===== config.mk =====
export PLATFORM = sky130hd
export DESIGN_NAME = axi_lite_arbiter_2m_flat
export DESIGN_NICKNAME = d
export VERILOG_FILES = /design/src/rtl/axi_lite_arbiter_2m_if.sv /design/src/rtl/axi_lite_arbiter_2m.sv /design/src/flat_wrapper.sv
export SDC_FILE = /design/constraint.sdc
export NUM_CORES = 1
export LEC_CHECK = 0
export BUFFER_PORTS_ARGS = -buffer_cell sky130_fd_sc_hd__buf_2
export CELL_PAD_IN_SITES_DETAIL_PLACEMENT = 1
export CELL_PAD_IN_SITES_GLOBAL_PLACEMENT = 2
export CORE_AREA = 3 3 177 179
export CTS_CLUSTER_DIAMETER = 200
export CTS_CLUSTER_SIZE = 10
export DETAILED_ROUTE_END_ITERATION = 7
export DIE_AREA = 0 0 180 182
export PLACE_DENSITY_LB_ADDON = 0.1
export SETUP_SLACK_MARGIN = 0.05
export SYNTH_ARGS = -nofsm -noshare
export SYNTH_HDL_FRONTEND = slang
export SYNTH_SLANG_ARGS = --single-unit
export TNS_END_PERCENT = 30

===== constraint.sdc =====
create_clock -name clk -period 1.4 [get_ports clk]
set_input_delay 0.14 -clock clk [delete_from_list [all_inputs] [get_ports clk]]
set_output_delay 0.14 -clock clk [all_outputs]
set_load 0.03 [all_outputs]

===== src/rtl/axi_lite_arbiter_2m_if.sv =====
// axi_lite_if: AXI4-Lite channel bundle; master drives requests, slave drives responses.
interface axi_lite_if #(
    parameter int ADDR_WIDTH = 32,
    parameter int DATA_WIDTH = 32
);
    logic [ADDR_WIDTH-1:0]   awaddr;
    logic [2:0]              awprot;
    logic                    awvalid;
    logic                    awready;
    logic [DATA_WIDTH-1:0]   wdata;
    logic [DATA_WIDTH/8-1:0] wstrb;
    logic                    wvalid;
    logic                    wready;
    logic [1:0]              bresp;
    logic                    bvalid;
    logic                    bready;
    logic [ADDR_WIDTH-1:0]   araddr;
    logic [2:0]              arprot;
    logic                    arvalid;
    logic                    arready;
    logic [DATA_WIDTH-1:0]   rdata;
    logic [1:0]              rresp;
    logic                    rvalid;
    logic                    rready;
    modport master (
        output awaddr, awprot, awvalid, wdata, wstrb, wvalid, bready, araddr, arprot, arvalid, rready,
        input  awready, wready, bresp, bvalid, arready, rdata, rresp, rvalid
    );
    modport slave (
        input  awaddr, awprot, awvalid, wdata, wstrb, wvalid, bready, araddr, arprot, arvalid, rready,
        output awready, wready, bresp, bvalid, arready, rdata, rresp, rvalid
    );
endinterface


===== src/rtl/axi_lite_arbiter_2m.sv =====
// axi_lite_arbiter_2m: shares one AXI4-Lite master port between two requesters, one transaction in flight.
// Round-robin by default; define ARB_FIXED_PRIO_EN to make S0 always win simultaneous requests.
module axi_lite_arbiter_2m #(
    parameter int ADDR_WIDTH = 32,
    parameter int DATA_WIDTH = 32
) (
    input  logic       clk,
    input  logic       nrst,
    axi_lite_if.slave  s0,
    axi_lite_if.slave  s1,
    axi_lite_if.master m,
    output logic [1:0] grant,
    output logic       busy
);
    typedef enum logic [2:0] {IDLE, WR_A, WR_B, RD_A, RD_D} state_t;
    state_t state;
    logic aw_done, w_done;
    logic req0, req1, pick1, own1, wa, wb, ra, rd;
    logic aw_hs, w_hs, b_hs, ar_hs, r_hs;
    logic [ADDR_WIDTH-1:0]   src_awaddr, src_araddr;
    logic [DATA_WIDTH-1:0]   src_wdata;
    logic [DATA_WIDTH/8-1:0] src_wstrb;
    assign req0  = s0.awvalid | s0.arvalid;
    assign req1  = s1.awvalid | s1.arvalid;
    assign own1  = grant[1];
    assign wa    = state == WR_A;
    assign wb    = state == WR_B;
    assign ra    = state == RD_A;
    assign rd    = state == RD_D;
    assign aw_hs = m.awvalid & m.awready;
    assign w_hs  = m.wvalid & m.wready;
    assign b_hs  = m.bvalid & m.bready;
    assign ar_hs = m.arvalid & m.arready;
    assign r_hs  = m.rvalid & m.rready;
`ifdef ARB_FIXED_PRIO_EN
    assign pick1 = ~req0;
`else
    logic rr_last;
    assign pick1 = req1 & (~req0 | ~rr_last);
    always_ff @(posedge clk or negedge nrst)
        if (!nrst) rr_last <= 1'b1;
        else rr_last <= (b_hs | r_hs) ? grant[1] : rr_last;
`endif
    // Forwarding is purely combinational; everything is gated to zero outside the owning phase.
    always_comb begin
        src_awaddr = own1 ? s1.awaddr : s0.awaddr;
        src_araddr = own1 ? s1.araddr : s0.araddr;
        src_wdata  = own1 ? s1.wdata  : s0.wdata;
        src_wstrb  = own1 ? s1.wstrb  : s0.wstrb;
        m.awaddr   = wa ? src_awaddr : '0;
        m.awprot   = wa ? (own1 ? s1.awprot : s0.awprot) : '0;
        m.awvalid  = wa & ~aw_done & (own1 ? s1.awvalid : s0.awvalid);
        m.wdata    = wa ? src_wdata : '0;
        m.wstrb    = wa ? src_wstrb : '0;
        m.wvalid   = wa & ~w_done & (own1 ? s1.wvalid : s0.wvalid);
        m.bready   = wb & (own1 ? s1.bready : s0.bready);
        m.araddr   = ra ? src_araddr : '0;
        m.arprot   = ra ? (own1 ? s1.arprot : s0.arprot) : '0;
        m.arvalid  = ra & (own1 ? s1.arvalid : s0.arvalid);
        m.rready   = rd & (own1 ? s1.rready : s0.rready);
        s0.awready = wa & ~own1 & ~aw_done & m.awready;
        s0.wready  = wa & ~own1 & ~w_done & m.wready;
        s0.bvalid  = wb & ~own1 & m.bvalid;
        s0.bresp   = (wb & ~own1) ? m.bresp : '0;
        s0.arready = ra & ~own1 & m.arready;
        s0.rvalid  = rd & ~own1 & m.rvalid;
        s0.rdata   = (rd & ~own1) ? m.rdata : '0;
        s0.rresp   = (rd & ~own1) ? m.rresp : '0;
        s1.awready = wa & own1 & ~aw_done & m.awready;
        s1.wready  = wa & own1 & ~w_done & m.wready;
        s1.bvalid  = wb & own1 & m.bvalid;
        s1.bresp   = (wb & own1) ? m.bresp : '0;
        s1.arready = ra & own1 & m.arready;
        s1.rvalid  = rd & own1 & m.rvalid;
        s1.rdata   = (rd & own1) ? m.rdata : '0;
        s1.rresp   = (rd & own1) ? m.rresp : '0;
    end
    always_ff @(posedge clk or negedge nrst) begin
        if (!nrst) begin
            state   <= IDLE;
            grant   <= '0;
            busy    <= 1'b0;
            aw_done <= 1'b0;
            w_done  <= 1'b0;
        end else begin
            case (state)
                IDLE: if (req0 | req1) begin
                    grant <= pick1 ? 2'b10 : 2'b01;
                    busy  <= 1'b1;
                    state <= (pick1 ? s1.awvalid : s0.awvalid) ? WR_A : RD_A;
                end
                WR_A: if ((aw_done | aw_hs) & (w_done | w_hs)) begin
                    state   <= WR_B;
                    aw_done <= 1'b0;
                    w_done  <= 1'b0;
                end else begin
                    aw_done <= aw_done | aw_hs;
                    w_done  <= w_done | w_hs;
                end
                WR_B: if (b_hs) begin
                    state <= IDLE;
                    grant <= '0;
                    busy  <= 1'b0;
                end
                RD_A: if (ar_hs) state <= RD_D;
                RD_D: if (r_hs) begin
                    state <= IDLE;
                    grant <= '0;
                    busy  <= 1'b0;
                end
                default: state <= IDLE;
            endcase
        end
    end
endmodule


===== src/flat_wrapper.sv =====
// flat-port wrapper written by rule: the top's interface ports become plain ports
module axi_lite_arbiter_2m_flat 
#(
    parameter int ADDR_WIDTH = 32,
    parameter int DATA_WIDTH = 32
)
  (clk, nrst, grant, busy, s0_awaddr, s0_awprot, s0_awvalid, s0_wdata, s0_wstrb, s0_wvalid, s0_bready, s0_araddr, s0_arprot, s0_arvalid, s0_rready, s0_awready, s0_wready, s0_bresp, s0_bvalid, s0_arready, s0_rdata, s0_rresp, s0_rvalid, s1_awaddr, s1_awprot, s1_awvalid, s1_wdata, s1_wstrb, s1_wvalid, s1_bready, s1_araddr, s1_arprot, s1_arvalid, s1_rready, s1_awready, s1_wready, s1_bresp, s1_bvalid, s1_arready, s1_rdata, s1_rresp, s1_rvalid, m_awaddr, m_awprot, m_awvalid, m_wdata, m_wstrb, m_wvalid, m_bready, m_araddr, m_arprot, m_arvalid, m_rready, m_awready, m_wready, m_bresp, m_bvalid, m_arready, m_rdata, m_rresp, m_rvalid);
  axi_lite_if #(.ADDR_WIDTH(ADDR_WIDTH), .DATA_WIDTH(DATA_WIDTH)) s0_i ();
  axi_lite_if #(.ADDR_WIDTH(ADDR_WIDTH), .DATA_WIDTH(DATA_WIDTH)) s1_i ();
  axi_lite_if #(.ADDR_WIDTH(ADDR_WIDTH), .DATA_WIDTH(DATA_WIDTH)) m_i ();
  input  logic clk;
  input  logic nrst;
  output logic [1:0] grant;
  output logic busy;
  input wire logic [$bits(s0_i.awaddr)-1:0] s0_awaddr;
  input wire logic [$bits(s0_i.awprot)-1:0] s0_awprot;
  input wire logic [$bits(s0_i.awvalid)-1:0] s0_awvalid;
  input wire logic [$bits(s0_i.wdata)-1:0] s0_wdata;
  input wire logic [$bits(s0_i.wstrb)-1:0] s0_wstrb;
  input wire logic [$bits(s0_i.wvalid)-1:0] s0_wvalid;
  input wire logic [$bits(s0_i.bready)-1:0] s0_bready;
  input wire logic [$bits(s0_i.araddr)-1:0] s0_araddr;
  input wire logic [$bits(s0_i.arprot)-1:0] s0_arprot;
  input wire logic [$bits(s0_i.arvalid)-1:0] s0_arvalid;
  input wire logic [$bits(s0_i.rready)-1:0] s0_rready;
  output wire logic [$bits(s0_i.awready)-1:0] s0_awready;
  output wire logic [$bits(s0_i.wready)-1:0] s0_wready;
  output wire logic [$bits(s0_i.bresp)-1:0] s0_bresp;
  output wire logic [$bits(s0_i.bvalid)-1:0] s0_bvalid;
  output wire logic [$bits(s0_i.arready)-1:0] s0_arready;
  output wire logic [$bits(s0_i.rdata)-1:0] s0_rdata;
  output wire logic [$bits(s0_i.rresp)-1:0] s0_rresp;
  output wire logic [$bits(s0_i.rvalid)-1:0] s0_rvalid;
  input wire logic [$bits(s1_i.awaddr)-1:0] s1_awaddr;
  input wire logic [$bits(s1_i.awprot)-1:0] s1_awprot;
  input wire logic [$bits(s1_i.awvalid)-1:0] s1_awvalid;
  input wire logic [$bits(s1_i.wdata)-1:0] s1_wdata;
  input wire logic [$bits(s1_i.wstrb)-1:0] s1_wstrb;
  input wire logic [$bits(s1_i.wvalid)-1:0] s1_wvalid;
  input wire logic [$bits(s1_i.bready)-1:0] s1_bready;
  input wire logic [$bits(s1_i.araddr)-1:0] s1_araddr;
  input wire logic [$bits(s1_i.arprot)-1:0] s1_arprot;
  input wire logic [$bits(s1_i.arvalid)-1:0] s1_arvalid;
  input wire logic [$bits(s1_i.rready)-1:0] s1_rready;
  output wire logic [$bits(s1_i.awready)-1:0] s1_awready;
  output wire logic [$bits(s1_i.wready)-1:0] s1_wready;
  output wire logic [$bits(s1_i.bresp)-1:0] s1_bresp;
  output wire logic [$bits(s1_i.bvalid)-1:0] s1_bvalid;
  output wire logic [$bits(s1_i.arready)-1:0] s1_arready;
  output wire logic [$bits(s1_i.rdata)-1:0] s1_rdata;
  output wire logic [$bits(s1_i.rresp)-1:0] s1_rresp;
  output wire logic [$bits(s1_i.rvalid)-1:0] s1_rvalid;
  output wire logic [$bits(m_i.awaddr)-1:0] m_awaddr;
  output wire logic [$bits(m_i.awprot)-1:0] m_awprot;
  output wire logic [$bits(m_i.awvalid)-1:0] m_awvalid;
  output wire logic [$bits(m_i.wdata)-1:0] m_wdata;
  output wire logic [$bits(m_i.wstrb)-1:0] m_wstrb;
  output wire logic [$bits(m_i.wvalid)-1:0] m_wvalid;
  output wire logic [$bits(m_i.bready)-1:0] m_bready;
  output wire logic [$bits(m_i.araddr)-1:0] m_araddr;
  output wire logic [$bits(m_i.arprot)-1:0] m_arprot;
  output wire logic [$bits(m_i.arvalid)-1:0] m_arvalid;
  output wire logic [$bits(m_i.rready)-1:0] m_rready;
  input wire logic [$bits(m_i.awready)-1:0] m_awready;
  input wire logic [$bits(m_i.wready)-1:0] m_wready;
  input wire logic [$bits(m_i.bresp)-1:0] m_bresp;
  input wire logic [$bits(m_i.bvalid)-1:0] m_bvalid;
  input wire logic [$bits(m_i.arready)-1:0] m_arready;
  input wire logic [$bits(m_i.rdata)-1:0] m_rdata;
  input wire logic [$bits(m_i.rresp)-1:0] m_rresp;
  input wire logic [$bits(m_i.rvalid)-1:0] m_rvalid;
  assign s0_i.awaddr = s0_awaddr;
  assign s0_i.awprot = s0_awprot;
  assign s0_i.awvalid = s0_awvalid;
  assign s0_i.wdata = s0_wdata;
  assign s0_i.wstrb = s0_wstrb;
  assign s0_i.wvalid = s0_wvalid;
  assign s0_i.bready = s0_bready;
  assign s0_i.araddr = s0_araddr;
  assign s0_i.arprot = s0_arprot;
  assign s0_i.arvalid = s0_arvalid;
  assign s0_i.rready = s0_rready;
  assign s0_awready = s0_i.awready;
  assign s0_wready = s0_i.wready;
  assign s0_bresp = s0_i.bresp;
  assign s0_bvalid = s0_i.bvalid;
  assign s0_arready = s0_i.arready;
  assign s0_rdata = s0_i.rdata;
  assign s0_rresp = s0_i.rresp;
  assign s0_rvalid = s0_i.rvalid;
  assign s1_i.awaddr = s1_awaddr;
  assign s1_i.awprot = s1_awprot;
  assign s1_i.awvalid = s1_awvalid;
  assign s1_i.wdata = s1_wdata;
  assign s1_i.wstrb = s1_wstrb;
  assign s1_i.wvalid = s1_wvalid;
  assign s1_i.bready = s1_bready;
  assign s1_i.araddr = s1_araddr;
  assign s1_i.arprot = s1_arprot;
  assign s1_i.arvalid = s1_arvalid;
  assign s1_i.rready = s1_rready;
  assign s1_awready = s1_i.awready;
  assign s1_wready = s1_i.wready;
  assign s1_bresp = s1_i.bresp;
  assign s1_bvalid = s1_i.bvalid;
  assign s1_arready = s1_i.arready;
  assign s1_rdata = s1_i.rdata;
  assign s1_rresp = s1_i.rresp;
  assign s1_rvalid = s1_i.rvalid;
  assign m_awaddr = m_i.awaddr;
  assign m_awprot = m_i.awprot;
  assign m_awvalid = m_i.awvalid;
  assign m_wdata = m_i.wdata;
  assign m_wstrb = m_i.wstrb;
  assign m_wvalid = m_i.wvalid;
  assign m_bready = m_i.bready;
  assign m_araddr = m_i.araddr;
  assign m_arprot = m_i.arprot;
  assign m_arvalid = m_i.arvalid;
  assign m_rready = m_i.rready;
  assign m_i.awready = m_awready;
  assign m_i.wready = m_wready;
  assign m_i.bresp = m_bresp;
  assign m_i.bvalid = m_bvalid;
  assign m_i.arready = m_arready;
  assign m_i.rdata = m_rdata;
  assign m_i.rresp = m_rresp;
  assign m_i.rvalid = m_rvalid;
  axi_lite_arbiter_2m #(.ADDR_WIDTH(ADDR_WIDTH), .DATA_WIDTH(DATA_WIDTH)) u_core (.clk(clk), .nrst(nrst), .s0(s0_i), .s1(s1_i), .m(m_i), .grant(grant), .busy(busy));
endmodule

Word level (Yosys, flattened, before mapping) --
Cells that the tools add are included.
Word-level totals: bits in registers 9, latch bits 0, memory bits (writable) 0, ROM bits 0, input port bits 265, output and inout port bits 196, word-level logic and storage cells 109, memories kept 0
Operators by class: add/subtract/negate cells 0, multiply operators 0, divide/modulo/power cells 0, order comparisons 0, equality and inequality tests 9, shift operators 0, mux-type cells 42, bitwise operators 48, reductions and logical operators 4
Operators by type and width (number):
- $mux W32 | 8
- $and A1 B1 Y1 | 36
- $mux W3 | 9
- $mux W2 | 9
- $pmux W3 S5 | 1
- $mux W1 | 11
- $mux W4 | 2
- $ne A2 B2 Y1 const B | 4
- $or A1 B1 Y1 | 7
- $eq A3 B2 Y1 const B | 2
- $pmux W2 S3 | 1
- $not A1 Y1 | 5
- $reduce_and A5 Y1 | 1
- $reduce_and A4 Y1 | 1
- $eq A3 B1 Y1 const B | 1
- $eq A3 B3 Y1 const B | 1
- $logic_not A3 Y1 | 1
- $pmux W1 S3 | 1
- $reduce_bool A3 Y1 | 1
- $ne A2 B1 Y1 const B | 1

Longest topological paths before layout --
depth after elaboration 8, depth in mapped cells 6, gate-level depth less buffers 4

Least setup slack after synthesis --
No wires, ideal clock.
kind flip-flop to output port, start point register u_core.grant[1], end point output s0_wready, arrival time 2.122 ns, required time 1.260 ns, setup slack -0.862 ns, cell stages (with the launch flop) 5, path buffers 3, cell sequence dfrtp_1 buf_6 buf_2 clkbuf_1 nor4b_1
Between the ends: cells in the longest elaborated chain, start to end 4
RTL lines:
- start: declaration | RTL line axi_lite_arbiter_2m.sv:12 | output logic [1:0] grant,
- start signal: assignment | RTL line axi_lite_arbiter_2m.sv:88 | grant <= pick1 ? 2'b10 : 2'b01;
- $not A1 Y1 | RTL line axi_lite_arbiter_2m.sv:62 | s0.wready = wa & ~own1 & ~w_done & m.wready;
- $and A1 B1 Y1 (3 in series) | RTL line axi_lite_arbiter_2m.sv:62
- end: declaration | RTL line flat_wrapper.sv:27 | output wire logic [$bits(s0_i.wready)-1:0] s0_wready;
Every way passes these cells.

Worst setup path in the final report --
start point register u_core.state[2], end point output m_wdata[30]
Between the ends: cells in the longest elaborated chain, start to end 2
RTL lines:
- start: declaration | RTL line axi_lite_arbiter_2m.sv:16 | state_t state;
- start signal: assignment | RTL line axi_lite_arbiter_2m.sv:90 | state <= (pick1 ? s1.awvalid : s0.awvalid) ? WR_A : RD_A;
- $eq A3 B1 Y1 | RTL line axi_lite_arbiter_2m.sv:26 | assign wa = state == WR_A;
- $mux W32 | RTL line axi_lite_arbiter_2m.sv:53 | m.wdata = wa ? src_wdata : '0;
- end: declaration | RTL line flat_wrapper.sv:56 | output wire logic [$bits(m_i.wdata)-1:0] m_wdata;
Every way passes these cells.

==> summary.md <==
| Metric | Value |
|---|---|
| Post-Layout Cell Count | 1309 |
| Flop pwr share | 0.037 |
| Util after Layout | 0.269 |
| Fraction of layout cells with a size suffix above 1 | 0.762 |
| Setup ws final | -434 ps |
| Placement Cell Area | 6320 µm² |
| R2R depth | 6 |
| PD cells | 1830 nW/µm² |
| Die Y | 182 µm |
| Final Hold Viols | 0 |
| Internal | 6.99 mW |
| Synthesized area | 2800 µm² |
| Failing checks | negative setup slack |
| Synth unique cells | 44 |
| Combinational share of power | 0.928 |
| Crit path DAT | 1690 ps |
| Most common cell after layout, fill and taps aside | buf_2 |
| Antenna-violating nets left | 0 |
| Net Count, Synth | 663 |
| Hold Path Origin | m_wready |
| Max clock buf depth | 2 |
| Critical Path Sink Type | output pin |
| Post-DR vias/cell | 3.80 |
| Period Utilization, post-route | 1.31 |
| Rel. slew slack | 0.789 |
| GRT overflow | 0 |
| Residual DRC | 0 |
| Yosys Warn Count | 0 |
| Reg2reg end | u_core.state[0]$_DFFE_PN0P_ |
| Cell area after layout | 8000 µm² |
| IO Port Bufs | 460 |
| Crit-path max FO | 27 |
| Min cycle time layout | 1830 ps |
| Most frequent cells in the layout | buf_2, buf_6, buf_4, mux2i_1, nor2_1 |
| Worst hold path type | input port to flop |
| Core Area | 29700 µm² |
| Setup TNS | -69430 ps |
| RSZ-0062 raised after global routing | true |
| Cts bufs inserted | 3 |
| Slew Limit Fails | 0 |
| Hold path depth | 3 |
| Power, Total | 14.7 mW |
| H-tree depth | 1 |
| Initial antenna violation count | 7 |
| Worst Tran Pin Value | 313 ps |
| Vias | 4974 |
| #FFs+latches synth | 9 |
| Gate Count Post-Synth | 398 |
| Final setup vio count | 202 |
| First-pass GRT wire length | 34500 µm |
| Fin nets | 1182 |
| DR WL/cell | 19.2 µm |
| CP Class | flop to output pin |
| Total Routing Usage GR | 0.137 |
| CTS Sinks | 9 |
| Worst Hold End | u_core.w_done$_DFFE_PN0P_ |
| Largest net degree at the start of global routing | 32 |
| Beginning of the critical path | u_core.state[2]$_DFFE_PN0P_ |
| TritonCTS clock tree | yes |
| CTS Root Cell | clkbuf_16 |
| I/O Pins | 461 |
| Peak VDD IR | 611 µV |
| Outcome | complete, but fails checks |
| Later-pin clock latency in the skew report | 240 ps |
| Placed cells | 1279 |
| DR pass1 iterations | 4 |
| Detailed placement HPWL | 21400 µm |
| Initial Util | 0.0941 |
| Die ar. | 32800 µm² |
| Worst reg2reg path startpoint | u_core.grant[1]$_DFFE_PN0P_ |
| Rows | 63 |
| Maximum clock rate | 545 MHz |
| 1st-iter DRT viols | 101 |
| Skew final | 4.64 ps |
| Clock slew at reported path FFs | 40 ps |
| Leakage Power | 4.07 nW |
| Placer Congestion | 0.820 |
| Switch share | 0.523 |
| Die Width | 180 µm |
| Hold slack | 258 ps |
| Syn avg cell area | 7.03 µm² |
| Area Overhead vs Synth | 186% |
| CP Launch Type | flop |
| Max-Cap Viols | 0 |
| Psw | 7.67 mW |
| Overall routed net length | 25100 µm |
| Seq/Total Area, Yosys | 0.0809 |
| Clock power share | 0.035 |
| Reg2Reg Setup Slack | -260 ps |
| FILL cells | 3576 |
| Pre-CTS setup slack | -328 ps |
| Data required, critical path | 1260 ps |
| Number of global-route vias before repair | 5192 |
-- what timing repair did --
item / 4_1_cts / 5_1_grt
hold buffers: 1 / 0
setup endpoints to repair: 203 / 203
buffers inserted: 5 / 10
endpoints found under the hold margin: 8 / 0
resized for setup: 229 / 197
cloned: 1 / 6
pin swaps: 7 / 15
-- cell usage after synthesis, drive strengths merged --
| library cell | count | area [µm²] |
|---|---|---|
| inv | 1 | 3.75 |
| o31ai | 1 | 7.51 |
| a21oi | 2 | 10.0 |
| and2 | 71 | 444 |
| and4b | 1 | 10.0 |
| nand3b | 1 | 7.51 |
| o2bb2ai | 1 | 8.76 |
| a31oi | 2 | 12.5 |
| nand2b | 4 | 25.0 |
| a311oi | 1 | 15.0 |
| and4 | 1 | 8.76 |
| or3 | 1 | 6.26 |
| dfrtp | 8 | 200 |
| dfstp | 1 | 26.3 |
| nor4b | 3 | 32.5 |
| nor3 | 9 | 50.1 |
| o22ai | 1 | 6.26 |
| a221oi | 1 | 8.76 |
| nor4 | 2 | 12.5 |
| nor2b | 1 | 6.26 |
| o21bai | 3 | 22.5 |
| a32o | 1 | 10.0 |
| o21ai | 2 | 10.0 |
| clkbuf | 8 | 30.0 |
| nand2 | 7 | 28.8 |
| o32ai | 1 | 8.76 |
| mux2 | 3 | 37.5 |
| a22o | 1 | 8.76 |
| buf | 27 | 149 |
| a2bb2oi | 1 | 8.76 |
| nor3b | 3 | 22.5 |
| mux2i | 110 | 1100 |
| a21o | 2 | 15.0 |
| o221ai | 1 | 8.76 |
| nor2 | 115 | 434 |
-- critical path, cell delays in order (launching register included) --
cell and delay, ps:
dfrtp_1 400, buf_6 140, nor2_4 210, nand2_8 150
buf_12 200, nor2_1 130, clkbuf_4 200
-- layer usage --
metal,part of all wire,wire (µm),global-route usage
met5,0.0014,34,0
met3,0.086,2160,0.0435
met4,0.020,503,0.0251
met2,0.54,13500,0.266
met1,0.35,8880,0.145
-- layout make-up --
type	count	area (µm²)	share of cell area
well taps	390	488	0.0610
diodes	3	7.51	0.000939
repair buffers	548	4180	0.523
inverters	1	3.75	0.000469
multi-input cells	354	3000	0.376
flip-flops and latches	9	230	0.0288
clock buffers	4	78.8	0.00986
-- kinds of logic after synthesis --
family                 share of synthesized area
AND/OR/NAND/NOR                            0.389
multiplexers                               0.407
buffers and inverters                     0.0653
AO/OA/AOI/OAI                             0.0577
flip-flops                                0.0809
-- registers in the layout (all words and copies together) (netlist names) --
register        cells
u_core.busy         1
u_core.rr_last      1
u_core.aw_done      1
u_core.w_done       1
u_core.grant        2
u_core.state        3
-- how the worst max path moves through the flow --
stage / endpoint
floorplan: s0_rdata[10]
global placement: u_core.state[0]$_DFFE_PN0P_
detailed placement: u_core.state[0]$_DFFE_PN0P_
CTS: m_awprot[2]
global route: m_wdata[30]
finish: m_wdata[30]
-- power groups by stage --
stage	registers, mW	clock network [mW]	logic (mW)
floorplan	0.570	0	6.80
global placement	0.541	0	11.1
detailed placement	0.543	0	11.0
CTS	0.541	0.529	12.1
global route	0.563	0.544	14.5
finish	0.538	0.520	13.6
Power figures use the tool's default switching activity.
